$ cat config.mk
export PLATFORM = sky130hd
export DESIGN_NAME = hazard_fwd_unit
export DESIGN_NICKNAME = d
export VERILOG_FILES = /design/src/rtl/hazard_fwd_unit.sv
export SDC_FILE = /design/constraint.sdc
export NUM_CORES = 1
export LEC_CHECK = 0
export CAP_MARGIN = 40
export CORE_UTILIZATION = 45
export CTS_CLUSTER_SIZE = 16
export DETAILED_ROUTE_END_ITERATION = 7
export DONT_BUFFER_PORTS = 1
export GPL_TIMING_DRIVEN = 0
export MAX_ROUTING_LAYER = met4
export PLACE_DENSITY_LB_ADDON = 0.08
export SLEW_MARGIN = 20
export SYNTH_ARGS = -nofsm -noshare
export SYNTH_HDL_FRONTEND = slang
export SYNTH_SLANG_ARGS = --single-unit
$ cat constraint.sdc
create_clock -name clk -period 2.6 [get_ports clk]
set_clock_uncertainty 0.1 [all_clocks]
set_input_delay 0.39 -clock clk [delete_from_list [all_inputs] [get_ports clk]]
set_output_delay 0.39 -clock clk [all_outputs]
set_load 0.005 [all_outputs]
$ cat src/rtl/hazard_fwd_unit.sv
// hazard_fwd_unit: forwarding, load-use/MDU stall and branch-flush control for a 5-stage pipeline,
// with an MDU occupancy tracker and saturating stall/flush counters.
module hazard_fwd_unit #(
  parameter int AW = 5,
  parameter int NREAD = 2,
  parameter int MDU_LAT = 8,
  parameter int CNT_W = 16
) (
  input  logic                  clk,
  input  logic                  nrst,
  input  logic [NREAD*AW-1:0]   id_src_addr,
  input  logic [NREAD-1:0]      id_src_used,
  input  logic [NREAD*AW-1:0]   ex_src_addr,
  input  logic                  ex_wr_en,
  input  logic [AW-1:0]         ex_wr_addr,
  input  logic                  ex_is_load,
  input  logic                  mem_wr_en,
  input  logic [AW-1:0]         mem_wr_addr,
  input  logic                  wb_wr_en,
  input  logic [AW-1:0]         wb_wr_addr,
  input  logic                  id_branch_taken,
  input  logic                  id_mdu_start,
  input  logic                  id_uses_hilo,
  input  logic                  clr_cnt,
  output logic [NREAD*2-1:0]    fwd_sel,
  output logic [NREAD-1:0]      id_fwd_ex,
  output logic                  stall_if_id,
  output logic                  bubble_id_ex,
  output logic                  flush_if_id,
  output logic                  mdu_busy,
  output logic                  mdu_done,
  output logic [CNT_W-1:0]      stall_cnt,
  output logic [CNT_W-1:0]      flush_cnt
);
  localparam int MW = $clog2(MDU_LAT + 1);
  logic [MW-1:0] mdu_cnt;
  logic [NREAD-1:0] lu;
  logic load_use, mdu_hz;
  genvar k;
  for (k = 0; k < NREAD; k++) begin : g_src
    logic [AW-1:0] ex_src, id_src;
    logic mem_hit, wb_hit, id_hit;
    assign ex_src = ex_src_addr[k*AW +: AW];
    assign id_src = id_src_addr[k*AW +: AW];
    assign mem_hit = mem_wr_en && mem_wr_addr != '0 && mem_wr_addr == ex_src;
    assign wb_hit = wb_wr_en && wb_wr_addr != '0 && wb_wr_addr == ex_src;
    assign fwd_sel[k*2 +: 2] = mem_hit ? 2'b10 : wb_hit ? 2'b01 : 2'b00;
    assign id_hit = ex_wr_en && ex_wr_addr != '0 && ex_wr_addr == id_src && id_src_used[k];
    assign id_fwd_ex[k] = id_hit && !ex_is_load;
    assign lu[k] = id_hit && ex_is_load;
  end
  assign load_use = |lu;
  assign mdu_busy = mdu_cnt != '0;
  assign mdu_hz = mdu_busy && (id_uses_hilo || id_mdu_start);
  assign stall_if_id = load_use || mdu_hz;
  assign bubble_id_ex = stall_if_id;
  // a stalled branch is not flushed now; it resolves again next cycle
  assign flush_if_id = id_branch_taken && !stall_if_id;
  always_ff @(posedge clk or negedge nrst) begin
    if (!nrst) begin
      mdu_cnt <= '0;
      mdu_done <= 1'b0;
    end else begin
      mdu_done <= mdu_cnt == MW'(1);
      mdu_cnt <= (id_mdu_start && !stall_if_id) ? MW'(MDU_LAT) : mdu_busy ? mdu_cnt - MW'(1) : mdu_cnt;
    end
  end
  always_ff @(posedge clk or negedge nrst) begin
    if (!nrst) begin
      stall_cnt <= '0;
      flush_cnt <= '0;
    end else if (clr_cnt) begin
      stall_cnt <= '0;
      flush_cnt <= '0;
    end else begin
      if (stall_if_id && !(&stall_cnt)) stall_cnt <= stall_cnt + CNT_W'(1);
      if (flush_if_id && !(&flush_cnt)) flush_cnt <= flush_cnt + CNT_W'(1);
    end
  end
endmodule

### Word-level counts from Yosys, hierarchy flattened

Cells that the tools add are included.

* flip-flop bits (word level): 37
* input bits: 47

* add/subtract/negate cells: 3
* eq/ne operators: 7
* muxes and demuxes: 10
* reduce and logical (&&, ||, !) cells: 36

Operators with widths (count)
* two-way mux 16 bit: 4
* adder 16 x 1 -> 16 bit, second input constant: 2
* AND reduction 16 bit: 2
* == test 5 bit: 6
* logical AND 1 bit: 20
* nonzero test 5 bit: 3
* two-way mux 4 bit: 2
* nonzero test 2 bit: 3
* == test 4 x 1 -> 1 bit, second input constant: 1
* logical NOT 1 bit: 4
* two-way mux 2 bit: 2
* nonzero test 4 bit: 1
* subtractor 4 x 1 -> 4 bit, second input constant: 1
* logical OR 1 bit: 2
* two-way mux 1 bit: 2
* OR reduction 2 bit: 1

### Logic depth before layout (Yosys ltp)

Gate-level depths: netlist (run 1).

* depth after elaboration: 12
* mapped depth: 9
* mapped depth without buffers: 8

### Worst setup path before layout (run 1)

No wires, ideal clock.

* path type: register to register
* from: register mdu_cnt[0]
* to: register stall_cnt[9]
* library setup time: 0.125 ns
* arrival: 2.103 ns
* required time: 2.375 ns
* path slack: 0.273 ns
* cell stages (with the launch flop): 9
* clock period less this slack: 2.327 ns
* path through: dfrtp_1 > inv_1 > ha_1 > nor3b_4 > or2_1 > buf_4 > or4_1 > o21ai_0 > mux2_2

* word-level cells in the longest chain between the ends: 5

Ends and longest elaborated chain
* from (decl): RTL line 36 `logic [MW-1:0] mdu_cnt;`
* from (signal assigned): RTL line 65 `mdu_cnt <= (id_mdu_start && !stall_if_id) ? MW'(MDU_LAT) : mdu_busy ? mdu_cnt - MW'(1) : mdu_cnt;`
* nonzero test 4 bit: RTL line 53 `assign mdu_busy = mdu_cnt != '0;`
* logical AND 1 bit: RTL line 54 `assign mdu_hz = mdu_busy && (id_uses_hilo || id_mdu_start);`
* logical OR 1 bit: RTL line 55 `assign stall_if_id = load_use || mdu_hz;`
* logical AND 1 bit: RTL line 76 `if (stall_if_id && !(&stall_cnt)) stall_cnt <= stall_cnt + CNT_W'(1);`
* nonzero test 2 bit (no line)
* to (signal assigned): RTL line 76
* to (decl): RTL line 32 `output logic [CNT_W-1:0] stall_cnt,`

Every way passes these cells.
A chain may end at the register's enable or synchronous reset.

### Worst setup path in the final report (run 1)

* from: register mdu_cnt[0]
* to: register flush_cnt[11]

* word-level cells in the longest chain between the ends: 7

Ends and longest elaborated chain
* nonzero test 4 bit: RTL line 53
* logical AND 1 bit: RTL line 54
* logical OR 1 bit: RTL line 55
* logical NOT 1 bit: RTL line 58 `assign flush_if_id = id_branch_taken && !stall_if_id;`
* logical AND 1 bit: RTL line 58
* logical AND 1 bit: RTL line 77 `if (flush_if_id && !(&flush_cnt)) flush_cnt <= flush_cnt + CNT_W'(1);`
* nonzero test 2 bit (no line)
* to (signal assigned): RTL line 77
* to (decl): RTL line 33 `output logic [CNT_W-1:0] flush_cnt`

Every way passes these cells.

==> results of run 1 <==
kinds of logic after synthesis:
logic type      count (synthesis)  synth area share
mux                            30            0.1203
xor+xnor                       31           0.09632
fa+ha+maj                       5           0.02219
flops                          37            0.3285
buf+inv                        22           0.03728
simple gates                  165            0.3236
compound gates                 28           0.07191
sequential cells by signal, indices dropped and copies added, names as in the netlist:
register   flops
mdu_cnt        4
stall_cnt     16
flush_cnt     16
mdu_done       1
area by class of cell:
class / instances / area (um^2) / area share
repair buffers: 3 / 37.54 / 0.01232
well taps: 75 / 93.84 / 0.03080
clock buffers: 5 / 68.82 / 0.02259
multi-input cells: 259 / 1794 / 0.5889
flip-flops and latches: 37 / 925.9 / 0.3039
plain buffers: 15 / 82.58 / 0.02710
inverters: 7 / 26.28 / 0.008624
clock inverters: 3 / 17.52 / 0.005749
critical path, cell delays in order, from the launching register on:
cell and delay, ns:
dfrtp_1 0.42, inv_1 0.09, ha_1 0.19, nor3b_4 0.19, or2_1 0.12, buf_4 0.16
and3_2 0.25, nand4_1 0.18, nor3b_2 0.27, mux2_2 0.35
layout by cell type, fill, tap and decap left out, types with 2 or more instances in the layout:
master	synthesis	layout
nand3_1	21	21
dfrtp_1	37	37
buf_4	6	8
o21ai_0	4	4
nand4_1	7	7
a21oi_1	7	7
nand2b_1	4	4
inv_1	7	7
ha_1	5	5
xor2_1	22	22
clkbuf_1	9	8
nor4_1	8	8
mux2i_1	2	2
mux2_1	2	2
nand2_1	16	16
o32ai_1	2	2
clkinv_2	0	2
mux2_2	25	25
or3_1	2	2
and4_1	3	3
nor2_1	44	44
clkbuf_8	0	5
and3_1	8	7
or4_1	7	7
xnor2_1	9	9
a211oi_1	6	6
nor2b_1	26	26
nor3b_2	1	2
nor3_1	7	7
cell usage after synthesis (all sizes together):
| cell type | count | area (um^2) |
|---|---|---|
| a211oi | 6 | 45.04 |
| a21oi | 8 | 43.79 |
| a31o | 1 | 8.760 |
| a41o | 1 | 10.01 |
| and2 | 1 | 6.260 |
| and3 | 8 | 50.05 |
| and3b | 1 | 8.760 |
| and4 | 4 | 37.54 |
| buf | 6 | 45.04 |
| clkbuf | 9 | 33.78 |
| dfrtp | 37 | 925.9 |
| ha | 5 | 62.56 |
| inv | 7 | 26.28 |
| mux2 | 28 | 319.0 |
| mux2i | 2 | 20.02 |
| nand2 | 16 | 60.06 |
| nand2b | 4 | 25.02 |
| nand3 | 21 | 105.1 |
| nand4 | 8 | 65.06 |
| nand4b | 1 | 8.760 |
| nor2 | 44 | 165.2 |
| nor2b | 26 | 162.7 |
| nor3 | 7 | 35.03 |
| nor3b | 4 | 46.29 |
| nor4 | 8 | 50.05 |
| nor4b | 1 | 8.760 |
| o2111a | 1 | 11.26 |
| o211ai | 1 | 7.510 |
| o21ai | 6 | 33.78 |
| o31a | 1 | 17.52 |
| o31ai | 1 | 7.510 |
| o32ai | 2 | 17.52 |
| or2 | 2 | 12.52 |
| or3 | 2 | 12.51 |
| or4 | 7 | 52.55 |
| xnor2 | 9 | 78.83 |
| xor2 | 22 | 192.7 |
worst max path at each step:
stage | cells past startpoint | startpoint | endpoint
global placement | 9 | mdu_cnt[0] | flush_cnt[11]
finish | 9 | mdu_cnt[0] | flush_cnt[11]
floorplan | 8 | mdu_cnt[0] | stall_cnt[9]
detailed placement | 9 | mdu_cnt[0] | flush_cnt[11]
CTS | 8 | mdu_cnt[0] | stall_if_id
global route | 9 | mdu_cnt[1] | flush_cnt[11]
power groups by stage:
stage,registers (mW),logic (mW),clock network (mW)
after global routing,0.699,0.406,0.445
after floorplan,0.687,0.273,0
final,0.689,0.353,0.410
after global placement,0.700,0.325,0
after detailed placement,0.701,0.332,0
after CTS,0.690,0.357,0.422
layer usage:
metal  vias up  track usage
met5         -            -
met4         0      0.05893
met3         5      0.06966
met2        94       0.3546
met1      1111       0.2945
li1       1141            -
repair_timing:
item,in CTS,in global routing
hold buffers,2,0
endpoints found under the setup margin,5,4
endpoints found under the hold margin,37,0
resized for setup,1,5
gates cloned,0,0
pin swaps,0,0
setup buffers,1,0
per-stage QoR:
step	total power, mW	hold WS (ns)	cell area, um^2	TNS, ns
2_1_floorplan	0.9601	-0.005591	2819	0
3_3_place_gp	1.025	-0.003986	2913	-0.04525
3_5_place_dp	1.032	-0.004338	2913	-0.06215
4_1_cts	1.469	0.1787	3038	0
5_1_grt	1.550	0.1965	3047	-0.02704
6_report	1.451	0.1884	3047	0
==> reports/qor.csv, run 1 <==
metric,value,unit
Bufs on Longest Clock Path,2,
worst reg-to-reg path cell count,9,
# DRC,0,
RePlAce Congestion,0.7553,
Clk Tree Root Cell,clkbuf_8,
power per unit of standard cell area,476.4,nW/um^2
net switching share of the total power,0.3236,
total of warnings raised by yosys,0,
maximum level of the CTS H-tree,2,
Clock Sink Count,37,
number of nets with antenna violations after routing,0,
Syn Std Cell Area,2819,um^2
DP Wirelength,5133,um
DP Worst Slack,-0.05326,ns
slew at the pin closest to its max-slew limit,0.5422,ns
grt ovf,0,
source of the worst register-to-register timing path,mdu_cnt[0],
proportion of layout cells with a drive suffix above 1,0.1641,
number of core rows,28,
setup repair after global routing missed its margin,yes,
core utilization of the finished layout,0.5086,
wire length the detailed router placed on met1,3057,um
fillers,584,
Vias/cell,5.819,
count of unique library cells instantiated by Yosys,47,
standard cell core area,5991,um^2
net switching power,0.4696,mW
relative max-transition margin,0.6386,
clock tree from TritonCTS,built,
type of destination of the critical path,flip-flop,
Worst Hold Class,primary input to flip-flop,
maximum operating frequency,408.3,MHz
diode count,0,
Gate power share,0.243,
final wirelength,6847,um
largest vdd supply drop,0.0002128,V
status,completed,
clock insertion delay at the later pin of the skew report,0.30,ns
top layer used by detailed routing,met4,
port buffer count,0,
CP Max Fanout,8,
clock buffer count from CTS,5,
All-Layer GR Usage,0.2305,
Clock transition at path regs,0.08,ns
starting utilization of the core area,0.4706,
Crit path arrival time,2.53,ns
Die Y-Extent,81.15,um
post-synthesis area per instance,8.865,um^2
final worst-path setup slack,0.1510,ns
cell internal power dissipation,0.9817,mW
minimum clock period,2.449,ns
post-synthesis register bit count,37,
final net count,380,
final cycle utilization of the critical path,0.9419,
count of boundary I/O pins,90,
FF-to-FF End,flush_cnt[11],
setup slack on the worst flop-to-flop path,0.15,ns
post-route non-filler standard cell count,404,
met3 routed WL,559,um
category of the most critical setup path,flip-flop to flip-flop,
Max Slew Vio Count,0,
kind of start point of the critical path,flip-flop,
first-pass detailed-route iteration total,4,
cell count after synthesis,318,
number of cells after detailed placement,393,
total of endpoints with negative setup slack in the final report,0,
via total after detailed routing,2351,
die area,6585,um^2
sequential share of power,0.475,
Die Width,81.15,um
wire length of the first global-routing pass,11130,um
hold path depth,2,
initial antenna violation count,0,
worst path required time,2.68,ns
violation count after the first detailed-routing iteration,120,
proportion of synthesized chip area in sequential cells,0.3285,
maximum number of pins on one net before global-route repair,38,
final hold violation count,0,
launch instance of the worst min-delay path,id_mdu_start,
maxcap violations,0,
detailed route wirelength on metal2,3181,um
hold worst-path end,mdu_cnt[3],
number of global-route vias before repair,2272,
post-detailed-route wirelength per cell,16.95,um
Static Leakage,1.281,nW
synthesized netlist net count,370,
Synth-to-Final Area Change,8.078,%
clock power share,0.282,
No activity file was read; power rests on OpenSTA's default activity.
==> run 2, diff against run 1 <==
--- a/config.mk
+++ b/config.mk
@@ -7,13 +7,14 @@
 export LEC_CHECK = 0
 export CAP_MARGIN = 40
 export CORE_UTILIZATION = 45
+export CTS_BUF_LIST = sky130_fd_sc_hd__clkbuf_4 sky130_fd_sc_hd__clkbuf_8 sky130_fd_sc_hd__clkbuf_16
 export CTS_CLUSTER_SIZE = 16
 export DETAILED_ROUTE_END_ITERATION = 7
 export DONT_BUFFER_PORTS = 1
 export GPL_TIMING_DRIVEN = 0
 export MAX_ROUTING_LAYER = met4
 export PLACE_DENSITY_LB_ADDON = 0.08
-export SLEW_MARGIN = 20
+export SLEW_MARGIN = 15
 export SYNTH_ARGS = -nofsm -noshare
 export SYNTH_HDL_FRONTEND = slang
 export SYNTH_SLANG_ARGS = --single-unit
==> constraint.sdc (replaced) <==
create_clock -name clk -period 2.25 [get_ports clk]
set_clock_uncertainty 0.1 [all_clocks]
set_input_delay 0.3375 -clock clk [delete_from_list [all_inputs] [get_ports clk]]
set_output_delay 0.3375 -clock clk [all_outputs]
set_load 0.005 [all_outputs]
==> reports/qor.csv, run 2 (same netlist as run 1, synthesis figures left out) <==
metric,value,unit
launching element of the worst setup path,mdu_cnt[1],
largest vdd supply drop,0.0004669,V
category of the most critical setup path,flip-flop to flip-flop,
Clock transition at path regs,0.08,ns
Post-Place Cell Area,2924,um^2
clock power share,0.320,
cell internal power dissipation,1.348,mW
top flop regs,"flush_cnt (16), stall_cnt (16), mdu_cnt (4)",
FF-to-FF End,flush_cnt[11],
cell-by-cell trace of the critical path,"inv_2, ha_4, nor3b_4, or2_1, buf_6, and3_4, nand4_1, nor3b_2, mux2_2",
maximum number of pins on one net before global-route repair,38,
All-Layer GR Usage,0.2294,
total of endpoints with negative setup slack in the final report,0,
kind of cell with the highest combined delay on the critical path,simple AND/OR/NAND/NOR gates,
DP Worst Slack,-0.2956,ns
power per unit of standard cell area,598.9,nW/um^2
Die Width,81.15,um
maxcap violations,0,
relative max-transition margin,0.6375,
count of boundary I/O pins,90,
final worst hold slack,0.1287,ns
footprint of the multi-input gates,1874,um^2
Worst Hold Class,primary input to flip-flop,
first-pass detailed-route iteration total,4,
CP max stage cell,dfrtp_1,
diode count,0,
clock tree from TritonCTS,built,
status,completed,
DP Wirelength,5120,um
"final std cell area, no fill",3204,um^2
Bufs on Longest Clock Path,2,
final cycle utilization of the critical path,0.9961,
Synth-to-Final Area Change,13.67,%
clock insertion delay at the later pin of the skew report,0.29,ns
"leading cell types in the layout, fill and taps excluded","nor2_1 (42), dfrtp_1 (37), nor2b_1 (26)",
final net count,384,
final hold violation count,0,
final worst-path setup slack,0.008796,ns
endpoint of the worst setup timing path,flush_cnt[11],
source of the worst register-to-register timing path,mdu_cnt[1],
number of nets with antenna violations after routing,0,
maximum level of the CTS H-tree,2,
type of destination of the critical path,flip-flop,
port buffer count,0,
standard cell core area,5991,um^2
slew at the pin closest to its max-slew limit,0.5437,ns
Static Leakage,1.322,nW
die area,6585,um^2
post-detailed-route wirelength per cell,17.09,um
Max Slew Vio Count,0,
final wirelength,6973,um
number of core rows,28,
Clock Sink Count,37,
sequential share of power,0.412,
initial antenna violation count,0,
RePlAce Congestion,0.7806,
Vias/cell,5.752,
Clk Tree Root Cell,clkbuf_8,
crit-path max cell delay,0.40,ns
cell count along the critical path,9,
starting utilization of the core area,0.4706,
CP Max Fanout,4,
clock buffer count from CTS,5,
violation count after the first detailed-routing iteration,85,
worst reg-to-reg path cell count,9,
kind of start point of the critical path,flip-flop,
total power consumption of the routed design,1.919,mW
worst path required time,2.33,ns
area taken by flip-flops and latches,925.9,um^2
sum of negative setup slack,0,ns
fillers,563,
grt ovf,0,
net switching power,0.5716,mW
most frequent standard cell in the layout excluding fill and tap cells,nor2_1,
number of global-route vias before repair,2349,
# DRC,0,
net switching share of the total power,0.2978,
maximum operating frequency,446.2,MHz
worst path buffer plus inverter count,2,
wire length of the first global-routing pass,11220,um
minimum clock period,2.241,ns
setup repair after global routing missed its margin,yes,
Die Y-Extent,81.15,um
Crit path arrival time,2.32,ns
via total after detailed routing,2347,
setup slack on the worst flop-to-flop path,0.009,ns
proportion of layout cells with a drive suffix above 1,0.2192,
Gate power share,0.268,
## run 2: metal layers
metal	routed length [um]	track usage	vias to the layer above
met5	0	-	-
met4	85	0.06429	0
met3	385	0.04944	9
met2	3244	0.3748	65
met1	3257	0.2847	1128
li1	-	-	1145
## run 2: worst min-delay path by stage
stage | to | slack [ns] | from | depth (start not counted)
2_1_floorplan | flush_cnt[0] | -0.06 | nrst | 0
3_3_place_gp | stall_cnt[8] | -0.06 | nrst | 0
3_5_place_dp | stall_cnt[7] | -0.06 | nrst | 0
4_1_cts | mdu_cnt[3] | 0.13 | id_mdu_start | 2
5_1_grt | mdu_cnt[3] | 0.16 | id_mdu_start | 2
6_report | mdu_cnt[3] | 0.13 | id_mdu_start | 2
## run 2: final cells by class
type / instances / share of cell area
Sequential cell: 37 / 0.2889
Clock buffer: 6 / 0.02577
Multi-Input combinational cell: 259 / 0.5849
Buffer: 14 / 0.02772
Tap cell: 75 / 0.02929
Clock inverter: 2 / 0.01171
Timing Repair Buffer: 8 / 0.02343
Inverter: 7 / 0.008200
## run 2: power by group through the flow
stage | registers, mW | clock network [mW] | logic [mW]
4_1_cts | 0.791 | 0.629 | 0.511
5_1_grt | 0.803 | 0.653 | 0.584
2_1_floorplan | 0.794 | 0 | 0.321
3_3_place_gp | 0.810 | 0 | 0.385
3_5_place_dp | 0.809 | 0 | 0.394
6_report | 0.791 | 0.614 | 0.514
## run 2: per-stage QoR
stage                     utilization  std cells
final                          0.5349        408
after global routing           0.5349        408
after CTS                      0.5257        409
after detailed placement       0.4881        393
after global placement         0.4881        393
after floorplan                     -        318
## run 2: repair_timing
item / CTS / global route
pin swaps: 4 / 3
gates resized for setup: 10 / 13
buffers inserted: 6 / 0
hold buffers: 2 / 0
endpoints found under the hold margin: 37 / 0
setup endpoints to repair: 24 / 18
